[src/rtl/vector_list_writer.sv]
// rtl/vector_list_writer.sv - packs draw commands into a ping-pong vector-list RAM, pads, swaps on frame_drawn
// Optional VECTOR_WRITER_STATS_EN adds dropped_cnt (overflow-dropped command counter).
module vector_list_writer #(
  parameter int OUT_WIDTH    = 8,
  parameter int ADDRESSWIDTH = 8,
  parameter int DATAWIDTH    = 18,
  parameter int FRAME_MIN    = 0,
  parameter int FRAME_MAX    = 255
) (
  input  logic                    clk,
  input  logic                    rst,
  input  logic                    cmd_valid,
  output logic                    cmd_ready,
  input  logic [OUT_WIDTH-1:0]    cmd_x,
  input  logic [OUT_WIDTH-1:0]    cmd_y,
  input  logic                    cmd_line,
  input  logic                    cmd_pos,
  input  logic                    cmd_last,
  input  logic                    frame_drawn,
  output logic                    wr_en,
  output logic                    wr_bank,
  output logic [ADDRESSWIDTH-1:0] wr_addr,
  output logic [DATAWIDTH-1:0]    wr_data,
  output logic                    rd_bank,
  output logic                    swapped,
  output logic                    overflow
`ifdef VECTOR_WRITER_STATS_EN
  ,
  output logic [7:0]              dropped_cnt
`endif
);

  typedef enum logic [1:0] {S_WRITE, S_PAD, S_WAIT_SWAP} state_t;

  // One extra pointer bit so that "past FRAME_MAX" is representable even when FRAME_MAX is the top address.
  localparam logic [ADDRESSWIDTH:0] PTR_MIN = (ADDRESSWIDTH+1)'(FRAME_MIN);
  localparam logic [ADDRESSWIDTH:0] PTR_MAX = (ADDRESSWIDTH+1)'(FRAME_MAX);

  state_t                    state_q, state_d;
  logic [ADDRESSWIDTH:0]     ptr_q, ptr_d, ptr_inc;
  logic                      wr_en_q, wr_en_d;
  logic                      wr_bank_q, wr_bank_d;
  logic                      rd_bank_q, rd_bank_d;
  logic [ADDRESSWIDTH-1:0]   wr_addr_q, wr_addr_d;
  logic [DATAWIDTH-1:0]      wr_data_q, wr_data_d;
  logic                      swapped_q, swapped_d;
  logic                      overflow_q, overflow_d;
  logic [2*OUT_WIDTH-1:0]    last_xy_q, last_xy_d;
  logic                      accept, in_range, drop, do_swap;

  assign ptr_inc  = ptr_q + (ADDRESSWIDTH+1)'(1);
  assign in_range = (ptr_q <= PTR_MAX);
  assign accept   = cmd_valid && cmd_ready;

  always_comb begin
    state_d    = state_q;
    ptr_d      = ptr_q;
    wr_en_d    = 1'b0;
    wr_bank_d  = wr_bank_q;
    rd_bank_d  = rd_bank_q;
    wr_addr_d  = wr_addr_q;
    wr_data_d  = wr_data_q;
    swapped_d  = 1'b0;
    overflow_d = overflow_q;
    last_xy_d  = last_xy_q;
    drop       = 1'b0;
    do_swap    = 1'b0;
    cmd_ready  = (state_q == S_WRITE);

    case (state_q)
      S_WRITE: begin
        if (accept) begin
          if (in_range) begin
            wr_en_d   = 1'b1;
            wr_addr_d = ptr_q[ADDRESSWIDTH-1:0];
            wr_data_d = DATAWIDTH'({cmd_y, cmd_x, cmd_line, cmd_pos});
            ptr_d     = ptr_inc;
            last_xy_d = {cmd_y, cmd_x};
          end else begin
            overflow_d = 1'b1;
            drop       = 1'b1;
          end
          if (cmd_last) begin
            state_d = (ptr_d <= PTR_MAX) ? S_PAD : S_WAIT_SWAP;
          end
        end
      end
      S_PAD: begin
        // Pad word repositions to the last point without drawing.
        wr_en_d   = 1'b1;
        wr_addr_d = ptr_q[ADDRESSWIDTH-1:0];
        wr_data_d = DATAWIDTH'({last_xy_q, 1'b0, 1'b1});
        ptr_d     = ptr_inc;
        if (ptr_q >= PTR_MAX) begin
          state_d = S_WAIT_SWAP;
        end
      end
      S_WAIT_SWAP: begin
        if (frame_drawn) begin
          do_swap    = 1'b1;
          rd_bank_d  = wr_bank_q;
          wr_bank_d  = ~wr_bank_q;
          ptr_d      = PTR_MIN;
          overflow_d = 1'b0;
          swapped_d  = 1'b1;
          state_d    = S_WRITE;
        end
      end
      default: state_d = S_WRITE;
    endcase
  end

  always_ff @(posedge clk or posedge rst) begin
    if (rst) begin
      state_q    <= S_WRITE;
      ptr_q      <= PTR_MIN;
      wr_en_q    <= 1'b0;
      wr_bank_q  <= 1'b1;
      rd_bank_q  <= 1'b0;
      wr_addr_q  <= PTR_MIN[ADDRESSWIDTH-1:0];
      wr_data_q  <= '0;
      swapped_q  <= 1'b0;
      overflow_q <= 1'b0;
      last_xy_q  <= '0;
    end else begin
      state_q    <= state_d;
      ptr_q      <= ptr_d;
      wr_en_q    <= wr_en_d;
      wr_bank_q  <= wr_bank_d;
      rd_bank_q  <= rd_bank_d;
      wr_addr_q  <= wr_addr_d;
      wr_data_q  <= wr_data_d;
      swapped_q  <= swapped_d;
      overflow_q <= overflow_d;
      last_xy_q  <= last_xy_d;
    end
  end

  assign wr_en    = wr_en_q;
  assign wr_bank  = wr_bank_q;
  assign rd_bank  = rd_bank_q;
  assign wr_addr  = wr_addr_q;
  assign wr_data  = wr_data_q;
  assign swapped  = swapped_q;
  assign overflow = overflow_q;

`ifdef VECTOR_WRITER_STATS_EN
  logic [7:0] dropped_q;

  always_ff @(posedge clk or posedge rst) begin
    if (rst) begin
      dropped_q <= 8'd0;
    end else if (do_swap) begin
      dropped_q <= 8'd0;
    end else if (drop && (dropped_q != 8'hFF)) begin
      dropped_q <= dropped_q + 8'd1;
    end
  end

  assign dropped_cnt = dropped_q;
`else
  logic unused_stats;
  assign unused_stats = drop ^ do_swap;
`endif

endmodule
[config.mk]
export PLATFORM = sky130hd
export DESIGN_NAME = vector_list_writer
export DESIGN_NICKNAME = d
export VERILOG_FILES = /design/src/rtl/vector_list_writer.sv
export SDC_FILE = /design/constraint.sdc
export NUM_CORES = 1
export LEC_CHECK = 0
export CAP_MARGIN = 20
export CORE_ASPECT_RATIO = 2
export CORE_MARGIN = 5
export CORE_UTILIZATION = 52
export CTS_CLUSTER_SIZE = 20
export DETAILED_ROUTE_END_ITERATION = 12
export GPL_TIMING_DRIVEN = 0
export PLACE_DENSITY = 0.85
export SYNTH_ARGS = -nofsm -noshare
export SYNTH_HDL_FRONTEND = slang
export SYNTH_SLANG_ARGS = --single-unit
[constraint.sdc]
create_clock -name clk -period 2.79 [get_ports clk]
set_clock_uncertainty 0.05 [all_clocks]
set_input_delay 0.279 -clock clk [delete_from_list [all_inputs] [get_ports clk]]
set_output_delay 0.279 -clock clk [all_outputs]
set_load 0.05 [all_outputs]
Yosys cells after proc, flatten, opt, wreduce, memory -nomap -nowiden
Index checks and enable logic that the tools add are counted.
- equal/unequal tests: 8
- reduce and logical (&&, ||, !) cells: 11
- add/sub/neg operators: 1
- muxes and demuxes: 27
- bitwise operators: 1
- multiply operators: 0
- magnitude comparators: 3
- divide/modulo/power cells: 0
- shift-type cells: 0
- operators with widths (cell ; number):
    9-bit two-way mux ; 5
    18-bit two-way mux ; 2
    18-bit case mux with 2 select lines ; 1
    9-bit case mux with 3 select lines ; 1
    9-bit by 8-bit less-or-equal comparator with 1-bit output, second input constant ; 2
    8-bit two-way mux ; 2
    8-bit case mux with 2 select lines ; 1
    2-bit two-way mux ; 5
    9-bit by 1-bit adder with 9-bit output, second input constant ; 1
    9-bit by 8-bit >= comparator with 1-bit output, second input constant ; 1
    3-bit AND reduction ; 3
    4-bit AND reduction ; 2
    1-bit two-way mux ; 7
    2-bit by 1-bit inequality test with 1-bit output, second input constant ; 3
    2-bit inequality test, second input constant ; 3
    2-bit case mux with 3 select lines ; 1
    1-bit case mux with 2 select lines ; 2
    2-bit nonzero test ; 2
    3-bit nonzero test ; 1
    2-bit by 1-bit equality test with 1-bit output, second input constant ; 1
    2-bit equality test, second input constant ; 1
    2-bit logical NOT ; 1
    2-bit AND reduction ; 1
    1-bit logical AND ; 1
    1-bit inverter ; 1
- logic and storage cells: 61
- memories kept: 0
- memory bits (writable): 0
- latch bits: 0
- output and inout port bits: 32
- register bits: 58
- bits in read-only memories: 0

Depth between registers and ports, before layout
Gate-level depths: netlist of the first run.
- word-level depth: 9
- gate-level depth with buffers: 10
- gate-level depth less buffers: 8

Least setup slack after synthesis of the first run
No wires, ideal clock.
- path kind: flip-flop to flip-flop
- start: register state_q[0]
- end: register last_xy_q[0]
- data required time: 2.615 ns
- period minus slack after synthesis: 2.380 ns
- data arrival time: 2.205 ns
- setup slack: 0.410 ns
- cell stages (with the launch flop): 9
- setup time: 0.125 ns
- cell sequence: dfrtp_1 -> inv_1 -> ha_1 -> buf_2 -> nand3_1 -> and2_4 -> buf_12 -> buf_12 -> mux2_4
- longest elaborated chain between the ends: 3
- RTL lines (element ; RTL line ; text):
    from (decl) ; 39 ; state_t state_q, state_d;
    from (signal assigned) ; 126 ; state_q <= state_d;
    2-bit logical NOT * ; 68 ; cmd_ready = (state_q == S_WRITE);
    via cmd_ready ; 13 ; output logic cmd_ready,
    1-bit logical AND ; 53 ; assign accept = cmd_valid && cmd_ready;
    3-bit AND reduction (no source line) * ; - ;
    to (signal assigned) ; 135 ; last_xy_q <= last_xy_d;
    to (decl) ; 48 ; logic [2*OUT_WIDTH-1:0] last_xy_q, last_xy_d;
Mark *: on every way through the listed nets, which the timed path passes. The rest lies on a longest branch.
A chain may end at the register's enable or synchronous reset.

Worst setup path after layout of the first run
- start: register ptr_q[3]
- end: register last_xy_q[4]
- longest elaborated chain between the ends: 2
- RTL lines (element ; RTL line ; text):
    from (decl) ; 40 ; logic [ADDRESSWIDTH:0] ptr_q, ptr_d, ptr_inc;
    from (signal assigned) ; 127 ; ptr_q <= ptr_d;
    9-bit by 8-bit less-or-equal comparator with 1-bit output ; 52 ; assign in_range = (ptr_q <= PTR_MAX);
    3-bit AND reduction (no source line) ; - ;
Every way passes these cells.

==> impl_metrics.json, run 1 <==
{
  "ys.flop_type": "dfrtp_1",
  "synth_area_per_cell_sq_um": 13.3,
  "io_buffers": 54,
  "cts.sinks": 58,
  "dieArea_sq_um": 7420,
  "grt.total_usage_pct": 20.0,
  "end_kind": "flop",
  "gp_congestion": 0.806,
  "cts_buffers": 9,
  "synth_area_sq_um": 2970,
  "worstSetupStartpoint": "ptr_q[3]$_DFFE_PP0P_",
  "finalPower_mw": 5.27,
  "layoutNonFillerInstCount": 354,
  "ys_seq_elements": 58,
  "htreeDepth": 3,
  "synth_edf_count": 0,
  "layout_min_cycle_time_ns": 2.58,
  "wl_per_cell_um": 19.7,
  "crit_type": "flop to flop",
  "ys_async_sr_fraction_pct": 100,
  "rows": 39,
  "fin_area_sq_um": 3890,
  "leakage_nw": 1.73,
  "grt_pass1_wl_um": 11300,
  "yosys-top-cells-area": "dfrtp_1, mux2_4, mux2_2",
  "yosysTopAreaCell": "dfrtp_1",
  "reg2reg_slack_ns": 0.21,
  "yosysSeqAreaShare_pct": 48.9,
  "post_drt_via_cell_ratio": 6.01,
  "grt_pass1_vias": 2321,
  "clkPwrFrac_pct": 19.7,
  "crit_path_start_kind": "flop",
  "setup_viol": 0,
  "swShare_pct": 40.4,
  "yosys_warnings": 0,
  "dieWidth_um": 63.4,
  "vias": 2127,
  "antenna_cells": 0,
  "fmaxAchievable_ghz": 0.388,
  "cp_max_fo": 10,
  "p_seq_share_pct": 27.2,
  "dr.max_layer_used": "met4",
  "floorplan.initialDensity_pct": 52.5,
  "relSlewSlack_pct": 56.4,
  "switching_power_mw": 2.13,
  "crit_required_ns": 2.95,
  "pwr_density_cell_nw_per_um2": 1360,
  "fp.dieH_um": 117,
  "grt_max_degree": 31,
  "drv_cap": 0,
  "placedCellCount": 339,
  "nets": 317,
  "yosysUniqueCellTypes": 50,
  "drc": 0,
  "hpwl_um": 4770,
  "core-area_sq_um": 5660,
  "finalCritPeriodShare_pct": 92.3,
  "area.growth.synth_to_final_pct": 30.9,
  "ant_nets": 0,
  "cts_tree": "built",
  "ir_worst_vdd_uv": 1190,
  "internal-power_mw": 3.14,
  "drt_pass1_iterations": 4,
  "maxSlewViolCount": 0,
  "drtIter0Drc": 84,
  "overflow": 0,
  "clk_path_buf_depth": 2,
  "hold_path_class": "input port to async pin",
  "synthCells": 223,
  "worstMarginPinSlew_ns": 0.654,
  "wl_met2_um": 3890,
  "hold_violations": 0,
  "io_pins": 55,
  "netlist.area_leader.share_pct": 48.0,
  "dr_wl_met3_um": 296,
  "rsz0062_at_grt": "no",
  "clk_latency_ns": 0.33,
  "cp.arrival_ns": 2.73,
  "clk_pin_slew_ns": 0.05,
  "r2r-start": "ptr_q[3]$_DFFE_PP0P_",
  "syn_nets": 252,
  "drive_above_1_share_pct": 30.0,
  "antenna_found_initial": 0,
  "root_buffer": "clkbuf_16",
  "place_area_sq_um": 3610,
  "wirelength_um": 6960,
  "status": "complete, no violations",
  "wl_met1_um": 2540,
  "fin_tns_setup_ns": 0,
  "combPwrFrac_pct": 53.1
}
==> metal layers <==
layer,track usage [%],up-vias
met4,11.0,0
met3,6.49,21
li1,-,963
met2,35.5,62
met1,20.4,1081
met5,0,-
==> timing repair <==
item | CTS | global route
endpoints found under the setup margin | 0 | 28
endpoints found under the hold margin | 0 | 0
gates resized for setup | 0 | 0
setup buffers | 0 | 0
hold buffers | 0 | 0
==> final timing paths <==
| path | endpoint | depth (start not counted) |
|---|---|---|
| max in group asynchronous | wr_data[11]$_DFFE_PP0P_ | 3 |
| setup / recovery | last_xy_q[4]$_DFFE_PP0P_ | 9 |
| min in group clk | last_xy_q[6]$_DFFE_PP0P_ | 1 |
| hold reg to reg | last_xy_q[6]$_DFFE_PP0P_ | 1 |
| setup reg to reg | last_xy_q[4]$_DFFE_PP0P_ | 9 |
| hold / removal | ptr_q[7]$_DFFE_PP0P_ | 2 |
==> synth_stat cells (2+ instances only) <==
cell	count
nand3_1	5
o211ai_1	2
o2111ai_1	3
mux2_2	30
nor2b_1	2
o21ai_0	10
a32oi_1	2
o21bai_1	2
o31ai_1	2
and4_1	2
nor2_1	5
dfrtp_1	57
nand2_1	10
a21oi_1	4
mux2i_1	4
nor3_1	2
buf_12	2
clkbuf_1	2
buf_2	4
ha_1	6
inv_1	11
buf_6	2
mux2_4	27
==> through the flow <==
step	util, %	hold slack, ns	setup slack (ns)
after floorplan	-	0.368	0.410
after global routing	68.7	0.391	0.00389
after detailed placement	63.7	0.440	0.165
final	68.7	0.321	0.215
after CTS	68.7	0.339	0.145
after global placement	63.4	0.430	0.0109
==> state kept, by name (all words and copies together) (netlist names) <==
signal	cells
swapped	1
wr_addr	8
rd_bank	1
state_q	2
last_xy_q	16
wr_data	18
wr_bank	1
ptr_q	9
wr_en	1
overflow	1
==> layout by cell type (no fill, tap or decap), drive strengths merged, types with 2 or more instances in the layout <==
cell,Yosys,final
clkinv,0,2
o211ai,3,3
mux2i,4,4
clkbuf,2,15
o31ai,2,2
a21oi,4,4
clkdlybuf4s50,0,54
o2111ai,4,4
nand3,5,5
ha,6,6
inv,11,11
a32oi,2,2
nor2,5,5
nand4,2,2
o21bai,2,2
nor2b,2,2
and2,2,2
nor3,2,2
o21ai,11,11
buf,8,9
mux2,57,57
and4,2,2
nand2,10,10
dfrtp,57,57
==> worst max-delay path: stages (launching register included) <==
cell and delay, ns:
dfrtp_1 0.48, and4_1 0.33, nand2_1 0.13, nor2_1 0.11, ha_1 0.30, nand3_1 0.23, and2_4 0.24, buf_12 0.14
buf_12 0.14, mux2_4 0.30
==> area by class of cell <==
type	count	area (sq um)
Inverter	11	41.3
Buffer	9	86.3
Clock inverter	2	10.0
Sequential cell	58	1450
Fill cell	401	1770
Multi-Input combinational cell	144	1390
Clock buffer	14	274
Tap cell	61	76.3
Timing Repair Buffer	55	561
==> kinds of logic (layout without fill, tap and decap cells) <==
| group | Yosys count | in the layout | synth area share [%] |
|---|---|---|---|
| muxes | 61 | 61 | 26.4 |
| DFF | 58 | 58 | 48.9 |
| AOI/OAI and AO/OA | 39 | 39 | 10.4 |
| and+or+nand+nor | 37 | 37 | 7.04 |
| buffers and inverters | 21 | 91 | 4.42 |
| adders and majority gates | 6 | 6 | 2.53 |
| xor gates and xnor gates | 1 | 1 | 0.295 |
==> power by group through the flow <==
stage / registers [mW] / logic, mW / clock network, mW
global route: 1.48 / 2.96 / 1.11
global placement: 1.42 / 2.73 / 0
detailed placement: 1.44 / 2.78 / 0
CTS: 1.44 / 2.82 / 1.05
finish: 1.43 / 2.80 / 1.04
floorplan: 2.02 / 1.46 / 0
(Power assumes the default switching activity.)
==> run 2, diff against run 1 <==
CORE_ASPECT_RATIO = not set   (was 2)
RECOVER_POWER = 25   (was not set)
TNS_END_PERCENT = 20   (was not set)
==> run 2 against run 1 <==
Against the previous run: core utilization barely moved; final area fell by 2.1%; fmax fell by 0.34%; clock-buffer cell count fell by 1; combinational power barely moved; register-to-register slack barely moved; wire length fell by 6.0%; global-route usage fell by 0.61 points; critical endpoint unchanged; largest power group unchanged.
==> impl_metrics.json, run 2 (synthesis gave the netlist of run 1 again) <==
{
  "antenna_found_initial": 0,
  "cts-resized-gates": 0,
  "ir_worst_vdd_uv": 658,
  "r2r-start": "ptr_q[3]$_DFFE_PP0P_",
  "cts_tree": "built",
  "rsz0062_at_grt": "no",
  "post_cts_buffers": 0,
  "post_drt_via_cell_ratio": 5.54,
  "maxSlewViolCount": 0,
  "min_path_cells": 1,
  "ant_nets": 0,
  "leakage_nw": 1.69,
  "min_to": "wr_bank$_DFFE_PP1P_",
  "wirelength_um": 6540,
  "hold_path_class": "flop to flop",
  "cts_buffers": 9,
  "clk_latency_ns": 0.34,
  "worstMarginPinSlew_ns": 1.02,
  "layout_min_cycle_time_ns": 2.58,
  "wl_per_cell_um": 18.0,
  "core-area_sq_um": 5540,
  "cts.sinks": 58,
  "crit_type": "flop to flop",
  "crit_path_start_kind": "flop",
  "end_kind": "flop",
  "root_buffer": "clkbuf_8",
  "hold_violations": 0,
  "fp.dieH_um": 85.6,
  "dieArea_sq_um": 7320,
  "io_buffers": 54,
  "fmaxAchievable_ghz": 0.387,
  "drc": 0,
  "htreeDepth": 3,
  "fin_tns_setup_ns": 0,
  "area.growth.synth_to_final_pct": 28.1,
  "crit_required_ns": 2.96,
  "largest_reg_flops": 18,
  "reg2regPathDepth": 9,
  "drive_above_1_share_pct": 29.8,
  "grt_max_degree": 32,
  "status": "complete, no violations",
  "overflow": 0,
  "setup_viol": 0,
  "gp_congestion": 0.909,
  "grt.total_usage_pct": 19.4,
  "nets": 317,
  "grt_pass1_wl_um": 11000,
  "cts_hold_buf": 0,
  "finalCritPeriodShare_pct": 92.6,
  "hold_ws_ns": 0.447,
  "clk_pin_slew_ns": 0.06,
  "drtIter0Drc": 110,
  "dieWidth_um": 85.6,
  "drt_pass1_iterations": 4,
  "vias": 2016,
  "hpwl_um": 4540,
  "pwr_density_cell_nw_per_um2": 1320,
  "rows": 27,
  "grt_pass1_vias": 2205,
  "final_cell_mix": "dfrtp_1, clkdlybuf4s50_1, mux2_2",
  "cp_max_fo": 10,
  "drv_cap": 0,
  "hold_start": "wr_bank$_DFFE_PP1P_",
  "io_pins": 55,
  "relSlewSlack_pct": 31.7,
  "rr_endpoint": "last_xy_q[4]$_DFFE_PP0P_",
  "cp.arrival_ns": 2.75,
  "antenna_cells": 0,
  "clk_path_buf_depth": 2,
  "reg2reg_slack_ns": 0.21,
  "floorplan.initialDensity_pct": 53.6,
  "layout_commonest_cell": "dfrtp_1"
}
[run 2: worst max-delay path, stage by stage (launching register included)]
cell	delay (ns)
dfrtp_1	0.49
and4_1	0.33
nand2_1	0.12
nor2_1	0.11
ha_1	0.30
nand3_1	0.25
and2_4	0.25
buf_12	0.14
buf_12	0.14
mux2_4	0.29
[run 2: worst max path at each step]
stage | start | slack (ns) | cells after the start | to
after global routing | ptr_q[2]$_DFFE_PP0P_ | 0.09 | 9 | last_xy_q[4]$_DFFE_PP0P_
after floorplan | state_q[0]$_DFFE_PP0P_ | 0.41 | 8 | last_xy_q[0]$_DFFE_PP0P_
after global placement | rst | 0.03 | 2 | ptr_q[1]$_DFFE_PP0P_
after detailed placement | ptr_q[3]$_DFFE_PP0P_ | 0.15 | 10 | last_xy_q[0]$_DFFE_PP0P_
after CTS | ptr_q[2]$_DFFE_PP0P_ | 0.13 | 10 | last_xy_q[4]$_DFFE_PP0P_
final | ptr_q[3]$_DFFE_PP0P_ | 0.21 | 9 | last_xy_q[4]$_DFFE_PP0P_
[run 2: report_power, final]
part | leakage [nW] | switching (mW) | internal [mW]
logic | 0.873 | 1.52 | 1.27
registers | 0.715 | 0.233 | 1.20
clock network | 0.106 | 0.316 | 0.479
[run 2: cell type report]
class | count | area (sq um)
Fill cell | 408 | 1730
Sequential cell | 58 | 1450
Multi-Input combinational cell | 144 | 1390
Timing Repair Buffer | 55 | 546
Clock buffer | 13 | 169
Tap cell | 72 | 90.1
Buffer | 9 | 86.3
Inverter | 11 | 41.3
Clock inverter | 2 | 35.0
[run 2: per-layer routing]
| metal | track usage (%) | vias to the layer above | wire, um |
|---|---|---|---|
| li1 | - | 958 | - |
| met1 | 23.0 | 995 | 2810 |
| met2 | 33.3 | 49 | 3310 |
| met3 | 5.76 | 14 | 320 |
| met4 | 6.91 | 0 | 104 |
| met5 | 0 | - | 0 |
[run 2: stage by stage]
step	std cells	total power, mW	utilization (%)	instance area (sq um)	worst slack [ns]
global route	364	5.29	68.7	3810	0.0852
global placement	349	4.13	65.0	3600	0.0273
floorplan	223	3.48	-	2970	0.410
finish	364	5.01	68.7	3810	0.206
detailed placement	350	4.21	65.4	3620	0.146
CTS	365	5.05	69.0	3820	0.125
==> run 3, diff against run 2 <==
CTS_CLUSTER_SIZE = 12   (was 20)
==> results of run 3 <==
Same layout as run 2: the final DEF is identical, and so are final timing and power.
